### src/rtl/multicycle_ctrl.sv
// Multi-cycle RISC-V style control FSM: FETCH -> DECODE -> EXEC -> MEM -> WB.
// Memory waits in FETCH and MEM are bounded by MEM_TIMEOUT; an expired wait
// parks the FSM in ERR until reset.
// Optional build macro: ILLEGAL_TRAP_EN (unsupported opcodes trap to ERR
// instead of retiring as a NOP).
module multicycle_ctrl #(
  parameter int unsigned MEM_TIMEOUT = 15
) (
  input  logic       clk,
  input  logic       reset,
  input  logic [6:0] opcode,
  input  logic       mem_ready,
  input  logic       br_taken,
  output logic       mem_rd,
  output logic       mem_wr,
  output logic       ir_we,
  output logic       pc_we,
  output logic       pc_sel,
  output logic [1:0] imm_sel,
  output logic       alu_src,
  output logic       reg_we,
  output logic       mem_to_reg,
  output logic       err
);

  localparam logic [6:0] OP_LOAD   = 7'b0000011;
  localparam logic [6:0] OP_STORE  = 7'b0100011;
  localparam logic [6:0] OP_OPIMM  = 7'b0010011;
  localparam logic [6:0] OP_RTYPE  = 7'b0110011;
  localparam logic [6:0] OP_BRANCH = 7'b1100011;

  // Last count value at which a completing mem_ready is still accepted.
  localparam logic [7:0] WAIT_LAST = 8'(MEM_TIMEOUT - 1);

  typedef enum logic [2:0] {
    FETCH  = 3'd0,
    DECODE = 3'd1,
    EXEC   = 3'd2,
    MEM    = 3'd3,
    WB     = 3'd4,
    ERR    = 3'd5
  } state_t;

  state_t     state_q, state_d;
  logic [6:0] op_q, op_d;
  logic [7:0] cnt_q, cnt_d;

  logic is_load, is_store, is_opimm, is_rtype, is_branch, is_legal;

  // Immediate format selected by the latched opcode (R-type and unknown: none).
  function automatic logic [1:0] imm_fmt(input logic [6:0] op);
    case (op)
      OP_LOAD, OP_OPIMM: imm_fmt = 2'd1;
      OP_STORE:          imm_fmt = 2'd2;
      OP_BRANCH:         imm_fmt = 2'd3;
      default:           imm_fmt = 2'd0;
    endcase
  endfunction

  assign is_load   = (op_q == OP_LOAD);
  assign is_store  = (op_q == OP_STORE);
  assign is_opimm  = (op_q == OP_OPIMM);
  assign is_rtype  = (op_q == OP_RTYPE);
  assign is_branch = (op_q == OP_BRANCH);
  assign is_legal  = is_load | is_store | is_opimm | is_rtype | is_branch;

  // State, latched opcode and wait counter; reset abandons any instruction.
  always_ff @(posedge clk or posedge reset) begin
    if (reset) begin
      state_q <= FETCH;
      op_q    <= '0;
      cnt_q   <= '0;
    end else begin
      state_q <= state_d;
      op_q    <= op_d;
      cnt_q   <= cnt_d;
    end
  end

  // Next-state and control outputs; all outputs are held low while reset is high.
  always_comb begin
    state_d    = state_q;
    op_d       = op_q;
    cnt_d      = '0;
    mem_rd     = 1'b0;
    mem_wr     = 1'b0;
    ir_we      = 1'b0;
    pc_we      = 1'b0;
    pc_sel     = 1'b0;
    imm_sel    = 2'd0;
    alu_src    = 1'b0;
    reg_we     = 1'b0;
    mem_to_reg = 1'b0;
    err        = 1'b0;
    if (!reset) begin
      unique case (state_q)
        FETCH: begin
          mem_rd = 1'b1;
          if (mem_ready) begin
            ir_we   = 1'b1;
            op_d    = opcode;
            state_d = DECODE;
          end else if (cnt_q == WAIT_LAST) begin
            state_d = ERR;
          end else begin
            cnt_d = cnt_q + 8'd1;
          end
        end
        DECODE: begin
          imm_sel = imm_fmt(op_q);
          if (is_legal) begin
            state_d = EXEC;
          end else begin
`ifdef ILLEGAL_TRAP_EN
            state_d = ERR;
`else
            // Unknown opcode retires as a NOP: step the PC and refetch.
            pc_we   = 1'b1;
            state_d = FETCH;
`endif
          end
        end
        EXEC: begin
          imm_sel = imm_fmt(op_q);
          alu_src = is_load | is_store | is_opimm;
          if (is_branch) begin
            pc_we   = 1'b1;
            pc_sel  = br_taken;
            state_d = FETCH;
          end else if (is_load || is_store) begin
            state_d = MEM;
          end else begin
            state_d = WB;
          end
        end
        MEM: begin
          imm_sel = imm_fmt(op_q);
          mem_rd  = is_load;
          mem_wr  = is_store;
          if (mem_ready) begin
            if (is_load) begin
              state_d = WB;
            end else begin
              pc_we   = 1'b1;
              state_d = FETCH;
            end
          end else if (cnt_q == WAIT_LAST) begin
            state_d = ERR;
          end else begin
            cnt_d = cnt_q + 8'd1;
          end
        end
        WB: begin
          reg_we     = 1'b1;
          mem_to_reg = is_load;
          pc_we      = 1'b1;
          state_d    = FETCH;
        end
        ERR: begin
          err = 1'b1;
        end
        default: begin
          state_d = FETCH;
        end
      endcase
    end
  end

endmodule

### config.mk
export PLATFORM = sky130hd
export DESIGN_NAME = multicycle_ctrl
export DESIGN_NICKNAME = d
export VERILOG_FILES = /design/src/rtl/multicycle_ctrl.sv
export SDC_FILE = /design/constraint.sdc
export NUM_CORES = 1
export LEC_CHECK = 0
export ABC_AREA = 0
export CAP_MARGIN = 30
export CORE_ASPECT_RATIO = 0.9
export CORE_MARGIN = 4
export CORE_UTILIZATION = 40
export CTS_CLUSTER_DIAMETER = 50
export DETAILED_ROUTE_END_ITERATION = 6
export HOLD_SLACK_MARGIN = 0.12
export PLACE_DENSITY = 0.71
export SLEW_MARGIN = 20
export SYNTH_ARGS = -nofsm -noshare
export SYNTH_HDL_FRONTEND = slang
export SYNTH_SLANG_ARGS = --single-unit
### constraint.sdc
create_clock -name clk -period 1.5 [get_ports clk]
set_input_delay 0.225 -clock clk [delete_from_list [all_inputs] [get_ports clk]]
set_output_delay 0.225 -clock clk [all_outputs]
set_load 0.05 [all_outputs]
=== Word level (Yosys, flattened, before mapping) ===
Cells that the tools add are included.

* Bits of input ports: 11
* Register bits after elaboration: 18
* Output and inout bits: 11
* Word-level logic and storage cells: 67

* Eq/ne operators: 11
* Add/sub/neg operators: 1
* Bitwise operators: 6
* Reduce and logical (&&, ||, !) cells: 7
* Muxes and demuxes: 39

{| class="wikitable"
|+ Operator list
! operator !! count
|-
| 8-bit two-way mux || 4
|-
| 1-bit two-way mux || 22
|-
| 3-bit two-way mux || 6
|-
| 3-bit one-hot mux with 5 select lines || 1
|-
| 7-bit by 6-bit == test with 1-bit output (second input constant) || 2
|-
| 8-bit by 1-bit adder with 8-bit output (second input constant) || 1
|-
| 8-bit by 4-bit == test with 1-bit output (second input constant) || 1
|-
| 7-bit by 2-bit == test with 1-bit output (second input constant) || 1
|-
| 7-bit by 5-bit == test with 1-bit output (second input constant) || 1
|-
| 7-bit == test (second input constant) || 1
|-
| 3-bit by 2-bit == test with 1-bit output (second input constant) || 2
|-
| 3-bit == test (second input constant) || 2
|-
| 2-bit two-way mux || 3
|-
| 2-bit one-hot mux with 3 select lines || 1
|-
| 1-bit bitwise OR || 4
|-
| 1-bit one-hot mux with 4 select lines || 1
|-
| 2-bit OR reduction || 2
|-
| 3-bit by 1-bit == test with 1-bit output (second input constant) || 1
|-
| 3-bit logical NOT || 1
|-
| 3-bit AND reduction || 1
|-
| 3-bit OR reduction || 1
|-
| 1-bit inverter || 2
|-
| 1-bit one-hot mux with 2 select lines || 1
|-
| 2-bit AND reduction || 1
|-
| 1-bit logical OR || 1
|}

=== Logic depth before layout (Yosys ltp) ===
Gate-level depths: netlist (run 1).

* Word-level depth: 8
* Depth in mapped cells: 6
* Gate-level depth less buffers: 5

=== Least setup slack after synthesis (run 1) ===
OpenSTA, ideal clock, no wires.

* Path type: register to output
* Start point: register state_q[2]
* End point: output port alu_src
* Required time: 1,275 ps
* Slack: -1,978 ps
* Cell stages (with the launch flop): 4
* Path buffers: 0
* Arrival time: 3,253 ps
* Path through: dfrtp_1 > nor2_1 > nand3b_1 > a2111oi_0

* Longest elaborated chain between the ends: 3

{| class="wikitable"
|+ Ends and longest elaborated chain
! what !! RTL line !! text
|-
| start, declared || 44 || <nowiki>state_t state_q, state_d;</nowiki>
|-
| start signal, assigned || 74 || <nowiki>state_q <= state_d;</nowiki>
|-
| 3-bit by 2-bit == test with 1-bit output || 96 || <nowiki>unique case (state_q)</nowiki>
|-
| 1-bit two-way mux || 96 ||
|-
| 1-bit two-way mux || 95 || <nowiki>if (!reset) begin</nowiki>
|-
| end, declared || 20 || <nowiki>output logic alu_src,</nowiki>
|}

Every way passes these cells.

=== Worst setup path in the final report (run 1) ===
* Start point: register op_q[5]
* End point: output port pc_we

* Longest elaborated chain between the ends: 8
* Elaborated cells on any way between the ends: 15
* Those cells by class: 5 x eq/ne; 6 x mux; 4 x bitwise

{| class="wikitable"
|+ Ends and longest elaborated chain
! what !! RTL line !! text
|-
| start, declared || 45 || <nowiki>logic [6:0] op_q, op_d;</nowiki>
|-
| start signal, assigned || 75 || <nowiki>op_q <= op_d;</nowiki>
|-
| 7-bit by 2-bit == test with 1-bit output or 7-bit by 6-bit == test with 1-bit output (tied branches) || 60, 61 ||
|-
| 1-bit bitwise OR (4 in series) || 65 || <nowiki>assign is_legal = is_load | is_store | is_opimm | is_rtype | is_branch;</nowiki>
|-
| 1-bit two-way mux || 111 || <nowiki>if (is_legal) begin</nowiki>
|-
| 1-bit one-hot mux with 4 select lines * || 96 ||
|-
| 1-bit two-way mux * || 95 ||
|-
| end, declared || 17 || <nowiki>output logic pc_we,</nowiki>
|}

Every way passes the cells marked *; elsewhere a longest branch is shown, timed or not.

==> results.txt, run 1 <==
- After legalization and detailed placement, the total HPWL measured 2370 um.
* H-tree depth reported by CTS: 1
- Across the run, the number of max-cap violations was 0.
* Commonest cells in the synthesized netlist: sky130_fd_sc_hd__nor2_1 (20), sky130_fd_sc_hd__dfrtp_1 (18), sky130_fd_sc_hd__nand2_1 (8), sky130_fd_sc_hd__mux2_2 (7)
* Critical path startpoint: op_q[5]
- Of all cell types, the one taking the most synthesized area is sky130_fd_sc_hd__dfrtp_1.
- R2r setup slk: -140 ps
- The most used flip-flop cell after synthesis is sky130_fd_sc_hd__dfrtp_1.
* RSZ-0062 raised after global routing: yes
* Number of antenna diodes: 0
* Top achievable clock speed: 449 MHz
- The region available for standard cell placement spans 2530 sq um.
- The checks that failed: negative setup slack.
- Antenna Nets Post-Route: 0
- For this block, the routed nets add up to 4420 um of wire.
* Sequence of cells on the critical path: mux2_4, o22a_1, o2111a_1, or3_4, buf_8
- EDFF count, synth: 0
- In this run, the number of DRC markers left after iteration 0 of detailed routing was 89.
* Number of buffers inserted by port buffering: 21
- The first global-routing pass estimated 6150 um of wire.
- GRT busiest layer: met2
- Relative to the synthesized area, the layout overhead comes to 89.4%.
* Period minus WS final: 2220 ps
* Yosys top cell area share: 41.2%
- Kind of start point of the critical path: flop
- Detailed-route wire length per cell: 22.1 um
- After global routing the overflow that remains totals 0.
- The post-route netlist has 62.2% of its cells at a drive strength greater than 1.
- STA classifies the critical path endpoint as an output port.
* Minimum hold slack: 186 ps
- Sequential cell area fraction in the yosys report: 41.2%
- Fill count: 122
* Via count of the first global-routing pass: 1,200
- For this run, global-route usage on met1 was measured as 27.1%.
- Library cell with the highest instance count after synthesis: sky130_fd_sc_hd__nor2_1
- Top post-synthesis cells by area: sky130_fd_sc_hd__dfrtp_1 (41%), sky130_fd_sc_hd__mux2_2 (7.2%), sky130_fd_sc_hd__nor2_1 (6.9%), sky130_fd_sc_hd__xor2_1 (4.0%), sky130_fd_sc_hd__nand2_1 (2.7%)
- IR analysis of the VDD net gives a maximum drop of 1.08 mV.
* Launch instance of the worst register-to-register path: state_q[1]
- After synthesis, the mean cell area works out to 9.35 sq um.
- Entering global routing, the biggest net connects 20 pins.
- Data arrives at the worst endpoint at 2000 ps.
- Die Span Y: 57.6 um
* Total I/O pin count: 22
- For the final database, setup skew stands at 1.19 ps.
- The setup path with the least slack is of type reg -> out.
- In this run the static leakage power is 0.832 nW.
* All-layer global routing usage: 22.2%
- After layout, the worst setup slack is -725 ps.
* Total number of vias: 1,205
- Counting along the longest clock path gives a buffer depth of 2.
- The final critical path takes up 148% of the cycle.
* Die X: 63.1 um
* Clock insertion delay at the later pin of the skew report: 310 ps
- For this configuration, the core starts out at a cell density of 43.2%.
- The critical path crosses 5 cells after its start point.
* Clk slew on worst S/H paths: 110 ps
- Counting both buffers and inverters, the worst setup path holds a total of 1.
- Share of synthesized flip-flops with an asynchronous set or reset: 100%
* Largest fanout on the critical path: 2
- The kind of cell with the highest combined delay along the critical path is flip-flops.
- Post-CTS Hold Buffers: 0
- Met2 demand-to-capacity share in global routing: 39.1%
- Headroom to the max-slew limit came out at 75.3%.
* FF+latch count, synth: 18
* Number of CTS-inserted buffers: 3
* Met3 Use GR: 3.74%
- Final-stage net count: 186
- Data required time at the worst endpoint: 1270 ps
- Root buf cell: sky130_fd_sc_hd__clkbuf_4
- The number of max-slew violations in the final report is 0.
- Combined area of all synthesized cells: 1090 sq um
- Row generation in the floorplan step produced 17 rows.
* Peak per-stage delay on the critical path: 420 ps
* Yosys Warn Count: 0
- The run finished, with violations left.
- DRC viols: 0
* Number of antenna violations at the first check in global routing: 0
- The floorplan step defined a die boundary enclosing 3640 sq um.
- Ratio of total power to cell area: 1450 nW/um^2
* TritonCTS clock tree: built
* Worst-margin pin slew: 370 ps
- Worst reg2reg path endpoint: cnt_q[1]
- Number of hold violations in the final report: 0
- Critical-path top delay cell: sky130_fd_sc_hd__dfrtp_1
* End of the critical path: pc_we
- Before antenna repair, the detailed router went through 4 iterations.
- Endpoints failing setup: 28
- Gate Count Post-Synth: 117
- The worst hold path belongs to the class in -> async.
- Clock net sink count: 18
- Number of cell instances on the worst register-to-register path: 8
- Using the TritonRoute via totals, the vias-per-cell ratio works out to 6.03.
- The number of nets handed over by synthesis was 130.
- Total Neg Setup Slack: -6550 ps
- Unique cell type count in the Yosys netlist: 39
* Placer congestion estimate: 0.879
## registers in the layout, indices dropped and copies added, names as in the netlist
name     flops
cnt_q        8
state_q      3
op_q         7
## worst min path at each step
stage,endpoint,slack [ps],cells past startpoint,start
after CTS,state_q[2],190,3,reset
after detailed placement,op_q[3],490,1,op_q[3]
after global routing,cnt_q[4],190,3,reset
after global placement,op_q[2],480,1,op_q[2]
after floorplan,cnt_q[0],70,1,reset
final,cnt_q[6],190,3,reset
## area by class of cell
| type | instances | area (sq um) | share of cell area, % |
|---|---|---|---|
| inverters | 3 | 18.8 | 0.906 |
| repair buffers | 59 | 646 | 31.2 |
| well taps | 28 | 35.0 | 1.69 |
| clock buffers | 4 | 36.3 | 1.75 |
| flip-flops and latches | 18 | 452 | 21.8 |
| multi-input cells | 88 | 883 | 42.7 |
## per-layer routing
metal  vias to the layer above  part of all wire [%]
met4                         0                   4.2
met3                        21                   5.8
met5                         -                     0
met1                       610                    36
li1                        520                     -
met2                        54                    54
## worst min-delay path, stage by stage
cell and delay, ps:
sky130_fd_sc_hd__dlygate4sd2_1 300, sky130_fd_sc_hd__clkinvlp_4 100, sky130_fd_sc_hd__buf_4 260
## cells by family (layout without fill, tap and decap cells)
group | Yosys count | in the layout | synth area share [%]
multiplexers | 8 | 8 | 8.58
adder cells (fa/ha/maj) | 2 | 2 | 2.29
buffers and inverters | 11 | 66 | 5.03
flip-flops | 18 | 18 | 41.2
AO/OA/AOI/OAI | 15 | 15 | 10.8
XOR/XNOR | 7 | 7 | 5.61
AND/OR/NAND/NOR | 56 | 56 | 26.5
## layout by cell type, fill, tap and decap left out, drive strengths merged, types with 3 or more instances in the layout
master and n:
nor2 20, dfrtp 18, xor2 5, nor3 4
clkbuf 4, nor4 4, nand2b 3, nand4 3
clkdlybuf4s50 9, nand2 8, mux2 8, buf 49
## through the flow
stage	utilization [%]	worst slack, ps	cells	cell area, sq um	power [mW]
after floorplan	-	-397	117	1200	1.56
after global placement	65.4	-386	184	1660	1.99
after detailed placement	65.4	-424	184	1660	2.04
after CTS	76.8	-676	197	1940	2.72
after global routing	81.8	-760	200	2070	3.16
final	81.8	-725	200	2070	3.01
## where the power goes
group	switching, mW	internal, mW
clock network	0.173	0.148
registers	0.145	0.618
logic	0.985	0.943
## repair_timing
item / 4_1_cts / 5_1_grt
gates cloned: 0 / 0
pin swaps: 25 / 14
setup buffers: 9 / 3
gates resized for setup: 44 / 25
endpoints found under the hold margin: 0 / 0
endpoints found under the setup margin: 29 / 29
(Power assumes the default switching activity.)
==> run 2, diff against run 1 <==
DONT_BUFFER_PORTS = 1   (was not set)
PLACE_DENSITY = 0.6   (was 0.71)
SETUP_SLACK_MARGIN = 0.5   (was not set)
==> run 2 against run 1 <==
  * The run still ends with negative setup slack left
  * Maximum frequency increased by 6.8%
  * Register-to-register slack improved by 50 ps
  * Clock-buffer cell count unchanged
  * Critical path depth decreased by 1
  * Sequential share of layout area increased by 1.8 points
  * Clock skew about the same
  * Core utilization decreased by 6.5 points
  * Cell count decreased by 7.5%
  * Sequential cell count unchanged
  * Design area decreased by 7.9%
  * Largest cell class unchanged
==> results.txt, run 2 (synthesis results as in run 1) <==
- Status: finished, violations left (unchanged).
- Violated checks: negative setup slack (unchanged)
- Data arrival, critical path: 1860 ps (was 2000 ps)
* Registers with the most flip-flops: cnt_q x8, op_q x7, state_q x3 (unchanged)
* Category of the critical setup timing path: reg -> out (unchanged)
- Maximum clock path buffer count: 2 (unchanged)
* Core area: 2530 sq um (unchanged)
- The clock root buffer master is sky130_fd_sc_hd__clkbuf_4 (unchanged).
- P&R area growth vs syn: 74.4% (was 89.4%)
- Area after detailed placement: 1490 sq um (was 1660 sq um)
* Kind of start point of the critical path: flop (unchanged)
- Num rows: 17 (unchanged)
- The worst hold-check path type is in -> reg (was in -> async).
- The length of the first detailed-routing pass in iterations was 4 (unchanged).
* Slack of the critical path: -582 ps (was -725 ps)
- The last weighted congestion value of the routability-driven placer is 0.788 (was 0.879).
- Total number of vias: 995 (was 1,205)
- Die X: 63.1 um (unchanged)
- The full die area came to 3640 sq um (unchanged).
* Ratio of total power to cell area: 1480 nW/um^2 (was 1450 nW/um^2)
- The clock latency at the later pin of the worst-skew pair was 290 ps (was 310 ps).
- The iteration-0 DRC count of the detailed router was 35 (was 89).
- The number of CTS-inserted buffers was 3 (unchanged).
- The via count of the first global-routing pass came to 994 (was 1,200).
- Most used cells in the layout excluding fill and tap cells: sky130_fd_sc_hd__dfrtp_1 (18), sky130_fd_sc_hd__buf_6 (14), sky130_fd_sc_hd__buf_4 (14) (was sky130_fd_sc_hd__buf_4 (23), sky130_fd_sc_hd__dfrtp_1 (17), sky130_fd_sc_hd__buf_6 (15), sky130_fd_sc_hd__nor2_4 (10), sky130_fd_sc_hd__clkdlybuf4s50_1 (9))
* Design Area, Final: 1910 sq um (was 2070 sq um)
* Register ranked first by flip-flop count: cnt_q (unchanged)
- The initial core utilization was 43.2% (unchanged).
- The flip-flop count of the largest register after layout was 8 (unchanged).
- Setup clock skew after layout: 0.723 ps (was 1.19 ps)
* Final-stage net count: 171 (was 186)
* Commonest non-fill, non-tap cell in the layout: sky130_fd_sc_hd__dfrtp_1 (was sky130_fd_sc_hd__buf_4)
- The upper clock frequency limit came to 480 MHz (was 449 MHz).
- # Max-Cap Violations: 0 (unchanged)
* TritonCTS clock tree: built (unchanged)
- Detailed Place HPWL: 2010 um (was 2370 um)
- All-layer global routing usage: 16.7% (was 22.2%)
- The final-report hold violation count is 0 (unchanged).
- The shortest clock period the worst path allows after layout is 2080 ps (was 2220 ps).
- Kind of end point of the critical path: output port (unchanged)
- The die boundary height came to 57.6 um (unchanged).
- Maximum VDD drop: 0.753 mV (was 1.08 mV)
- The clock-pin slew on the worst setup and hold paths is 100 ps (was 110 ps).
* Largest fanout on the critical path: 8 (was 2)
* Post-route clock period utilization: 139% (was 148%)
- Leftover overflow at the end of global routing: 0 (unchanged)
- The mean number of vias per cell is 5.38 (was 6.03).
* Worst slack after detailed placement: -271 ps (was -424 ps)
- The standby leakage power came to 0.775 nW (was 0.832 nW).
- The number of levels in the clock H-tree is 1 (unchanged).
- Endpoints failing setup: 21 (was 28)
- DRC viols: 0 (unchanged)
- The number of max-slew violations in the final report is 0 (unchanged).
* Detailed-route wire length: 3040 um (was 4420 um)
* Antenna Nets Post-Route: 0 (unchanged)
- Clock net sink count: 18 (unchanged)
- Fill count: 159 (was 122)
- The measured slew at the worst slew-check pin came to 371 ps (was 370 ps).
* Detailed-route wire length per cell: 16.4 um (was 22.1 um)
* Pin count of the biggest net entering global routing: 20 (unchanged)
* Global-route wire length before repair: 4790 um (was 6150 um)
- Data required time at the worst endpoint: 1270 ps (about the same)
* RSZ-0062 raised after global routing: yes (unchanged)
* Number of buffers inserted by port buffering: 0 (was 21)
* Number of antenna violations at the first check in global routing: 0 (unchanged)
- The number of diodes came to 0 (unchanged).
- Total I/O pin count: 22 (unchanged)
* R2r setup slk: -90 ps (was -140 ps)
* Worst slew slack as a fraction of its limit: 75.1% (was 75.3%)
- The fraction of final layout cells sized beyond drive strength 1 was 56.7% (was 62.2%).
==> run 2: worst paths after layout <==
kind / start / endpoint / cells past startpoint
worst max-delay path: op_q[5] / mem_to_reg / 4
worst min-delay path: mem_ready / state_q[0] / 3
worst max register to register: op_q[5] / state_q[2] / 4
worst min register to register: cnt_q[0] / cnt_q[0] / 1
max in group asynchronous: reset / cnt_q[7] / 3
min in group asynchronous: reset / state_q[2] / 3
==> run 2: layer usage <==
| layer | track usage, % | share of wire, % |
|---|---|---|
| met5 | 0 | 0 |
| met4 | 2.52 | 0.23 |
| met3 | 4.33 | 3.0 |
| met2 | 27.4 | 49 |
| met1 | 22.6 | 47 |
==> run 2: final cells by class <==
cell class | instances | area (sq um) | share of cell area (%)
multi-input combinational | 88 | 876 | 45.9
sequential | 18 | 450 | 23.6
inverter | 3 | 18.8 | 0.984
timing repair buffer | 44 | 490 | 25.7
tap | 28 | 35.0 | 1.84
clock buffer | 4 | 36.3 | 1.90
==> run 2: power breakdown <==
| part | switching [mW] | internal, mW | total [mW] |
|---|---|---|---|
| clock network | 0.149 | 0.148 | 0.297 |
| logic | 0.860 | 0.924 | 1.78 |
| registers | 0.129 | 0.615 | 0.744 |
| total | 1.14 | 1.69 | 2.82 |
==> run 2: metrics by stage <==
step / hold WS, ps / power (mW) / TNS, ps / utilization (%) / instances
floorplan: 85.3 / 1.69 / -1790 / - / 117
global placement: 189 / 1.92 / -1310 / 58.8 / 161
detailed placement: 193 / 1.95 / -1470 / 58.8 / 161
CTS: 153 / 2.48 / -4220 / 68.8 / 178
global route: 166 / 2.97 / -6150 / 75.3 / 185
finish: 160 / 2.82 / -4730 / 75.3 / 185
==> run 2: timing repair <==
item                                   CTS  global route
pin swaps                               10            15
setup endpoints to repair               29            29
setup buffers                            5             7
endpoints found under the hold margin   27             0
hold buffers                             8             0
gates resized for setup                 21            28
==> run 2: critical path, cell delays in order (launching register included) <==
cell,delay [ps]
sky130_fd_sc_hd__dfrtp_1,410
sky130_fd_sc_hd__buf_4,190
sky130_fd_sc_hd__or4_4,570
sky130_fd_sc_hd__nor4_4,210
sky130_fd_sc_hd__buf_12,180
==> run 3, diff against run 2 <==
SETUP_SLACK_MARGIN = not set   (was 0.5)
==> run 3 against run 2 <==
  * The flow still finishes with violations (negative setup slack)
  * Sequential power about the same
  * Sequential cell count unchanged
  * Die area unchanged
  * Combinational power about the same
  * Largest cell class unchanged
==> results.txt, run 3 (synthesis results as in run 1) <==
* Total number of vias: 1,140 (was 995)
* Switching share of power: 41.8% (was 40.3%)
* Core area: 2530 sq um (unchanged)
* RSZ-0062 raised after global routing: yes (unchanged)
- The fraction of final layout cells sized beyond drive strength 1 is 54.8% (was 56.7%).
- Tightest Hold Check Type: in -> async (was in -> reg)
* Area used by sequential logic in the layout: 452 sq um (was 450 sq um)
* Met2 demand-to-capacity share in global routing: 39.7% (was 27.4%)
* Commonest non-fill, non-tap cell in the layout: sky130_fd_sc_hd__buf_4 (was sky130_fd_sc_hd__dfrtp_1)
- P&R area growth vs syn: 76.3% (was 74.4%)
* Top achievable clock speed: 475 MHz (was 480 MHz)
- The required time of the worst setup path came to 1270 ps (about the same).
- The average wire per cell in the routed design was 19.5 um (was 16.4 um).
* Violated checks: negative setup slack (unchanged)
- The post-detailed-placement half-perimeter wirelength came to 2070 um (was 2010 um).
- The remaining design rule violation count was 0 (unchanged).
- The register containing the most flip-flops in the final layout was cnt_q (unchanged).
* Data arrival, critical path: 1880 ps (was 1860 ps)
* Status: finished, violations left (unchanged)
* Pin count of the biggest net entering global routing: 20 (unchanged)
- The met3 usage came to 5.91% (was 4.33%).
- TritonCTS clock tree: built (unchanged)
- The clock-pin slew on the worst setup and hold paths is 110 ps (was 100 ps).
* Design Area, Final: 1930 sq um (was 1910 sq um)
* Kind of end point of the critical path: output port (unchanged)
- The number of max-slew violations in the final report was 0 (unchanged).
* Category of the critical setup timing path: reg -> out (unchanged)
- Clock net sink count: 18 (unchanged)
- The number of cell rows was 17 (unchanged).
* Number of antenna diodes: 0 (unchanged)
* Number of hold violations in the final report: 0 (unchanged)
- Detailed-router iteration count before antenna repair: 4 (unchanged)
- Fraction of power consumed by sequential logic: 26.2% (was 26.3%)
- Root buf cell: sky130_fd_sc_hd__clkbuf_4 (unchanged)
- Antenna Nets Post-Route: 0 (unchanged)
- All-layer global routing usage: 21.6% (was 16.7%)
* Slack of the critical path: -604 ps (was -582 ps)
* H-tree depth reported by CTS: 1 (unchanged)
* Endpoints failing setup: 21 (unchanged)
- The number of buffer cells added on primary ports came to 0 (unchanged).
* Leftover overflow at the end of global routing: 0 (unchanged)
* Area occupied by multi-input gates: 828 sq um (was 876 sq um)
* Maximum VDD drop: 1.00 mV (was 0.753 mV)
- The number of inserted filler cells in the final layout came to 139 (was 159).
- Via-per-instance ratio: 5.82 (was 5.38)
* Die X: 63.1 um (unchanged)
- The flip-flop count of the largest register after layout was 8 (unchanged).
- The core utilization of the finished layout was 76.2% (was 75.3%).
* P_leak: 0.797 nW (was 0.775 nW)
* Area after detailed placement: 1490 sq um (about the same)
- Die Span Y: 57.6 um (unchanged)
- The clock share of power is 10.6% (was 10.5%).
- Worst-margin pin slew: 338 ps (was 371 ps)
- The via count of the first global-routing pass came to 1,203 (was 994).
- The worst-case clock skew was 6.52 ps (was 0.723 ps).
* Met1 demand-to-capacity share in global routing: 23.8% (was 22.6%)
* Die ar.: 3640 sq um (unchanged)
* GRT busiest layer: met2 (unchanged)
- The initial core utilization was 43.2% (unchanged).
* Global-route wire length before repair: 5950 um (was 4790 um)
- The number of maximum-capacitance violations was 0 (unchanged).
- Registers with the most flip-flops: cnt_q x8, op_q x7, state_q x3 (unchanged).
- The last weighted congestion value of the routability-driven placer is 0.894 (was 0.788).
* Post-route clock period utilization: 140% (was 139%)
- Combinational power share: 63.2% (about the same)
- The clock latency at the later pin of the worst-skew pair came to 300 ps (was 290 ps).
* Number of CTS-inserted buffers: 3 (unchanged)
- Total I/O pin count: 22 (unchanged)
- Number of DRC violations after detailed-routing iteration 0: 50 (was 35)
- The worst-case clock buffer depth was 2 (unchanged).
- Kind of start point of the critical path: flop (unchanged)
- The internal power of the cells came to 1.66 mW (was 1.69 mW).
- Worst slew slack as a fraction of its limit: 77.3% (was 75.1%)
- The aggregate routed wire length is 3810 um (was 3040 um).
- Ratio of total power to cell area: 1480 nW/um^2 (about the same)
* Most used cells in the layout excluding fill and tap cells: sky130_fd_sc_hd__buf_4 (27), sky130_fd_sc_hd__dfrtp_1 (17), sky130_fd_sc_hd__buf_6 (14), sky130_fd_sc_hd__nor2_1 (11), sky130_fd_sc_hd__nor2_4 (9) (was sky130_fd_sc_hd__dfrtp_1 (18), sky130_fd_sc_hd__buf_6 (14), sky130_fd_sc_hd__buf_4 (14))
- The number of antenna violations at the first check in global routing was 0 (unchanged).
- Net Sw Power: 1.19 mW (was 1.14 mW)
- The maximum fanout along the worst path is 8 (unchanged).
- Minimum hold slack: 182 ps (was 160 ps)
- The number of nets in the layout came to 182 (was 171).
- Period minus WS final: 2100 ps (was 2080 ps)
-- run 3: path summary, 6_finish.rpt --
path                       cells after the start          to  startpoint  slack, ps
hold reg to reg                                1     op_q[2]     op_q[2]        560
setup reg to reg                               4  state_q[2]     op_q[5]       -150
setup / recovery                               4  mem_to_reg     op_q[5]       -600
hold / removal                                 3  state_q[2]       reset        180
min in group clk                               2  state_q[2]   mem_ready        200
max in group asynchronous                      3  state_q[0]       reset       1110
-- run 3: power by group through the flow --
stage	Clock [mW]	Combinational, mW	Sequential (mW)
2_1_floorplan	0	0.879	0.684
3_3_place_gp	0	1.17	0.711
3_5_place_dp	0	1.20	0.720
4_1_cts	0.302	1.63	0.726
5_1_grt	0.330	1.89	0.752
6_report	0.302	1.80	0.746
-- run 3: area by class of cell --
class / count / area share, %
clock buffers: 4 / 1.88
flip-flops and latches: 18 / 23.4
multi-input cells: 88 / 43.0
repair buffers: 55 / 28.9
well taps: 28 / 1.82
inverters: 3 / 0.973
-- run 3: worst max-delay path, stage by stage (launching register included) --
cell                      delay (ps)
sky130_fd_sc_hd__dfrtp_1         420
sky130_fd_sc_hd__buf_4           190
sky130_fd_sc_hd__or4_4           580
sky130_fd_sc_hd__nor4_4          210
sky130_fd_sc_hd__buf_12          180
-- run 3: repair_timing --
| action | in CTS | in global routing |
|---|---|---|
| hold endpoints to repair | 27 | 0 |
| hold buffers | 8 | 0 |
| gates resized for setup | 40 | 10 |
| endpoints found under the setup margin | 21 | 28 |
| pin swaps | 19 | 15 |
| buffers inserted | 13 | 5 |
-- run 3: layer usage --
layer  up-vias  wire length [um]  share of wire, %
li1        521                 -                 -
met4         0                76               2.0
met2        43              2080                55
met3        10               200               5.2
met5         -                 0                 0
met1       566              1450                38
-- run 3: metrics by stage --
stage / power [mW] / cells / TNS, ps / setup WS [ps]
6_report: 2.84 / 196 / -5020 / -604
4_1_cts: 2.65 / 194 / -4260 / -588
5_1_grt: 2.97 / 196 / -6240 / -652
2_1_floorplan: 1.56 / 117 / -1970 / -397
3_3_place_gp: 1.88 / 169 / -2200 / -269
3_5_place_dp: 1.92 / 169 / -2670 / -275
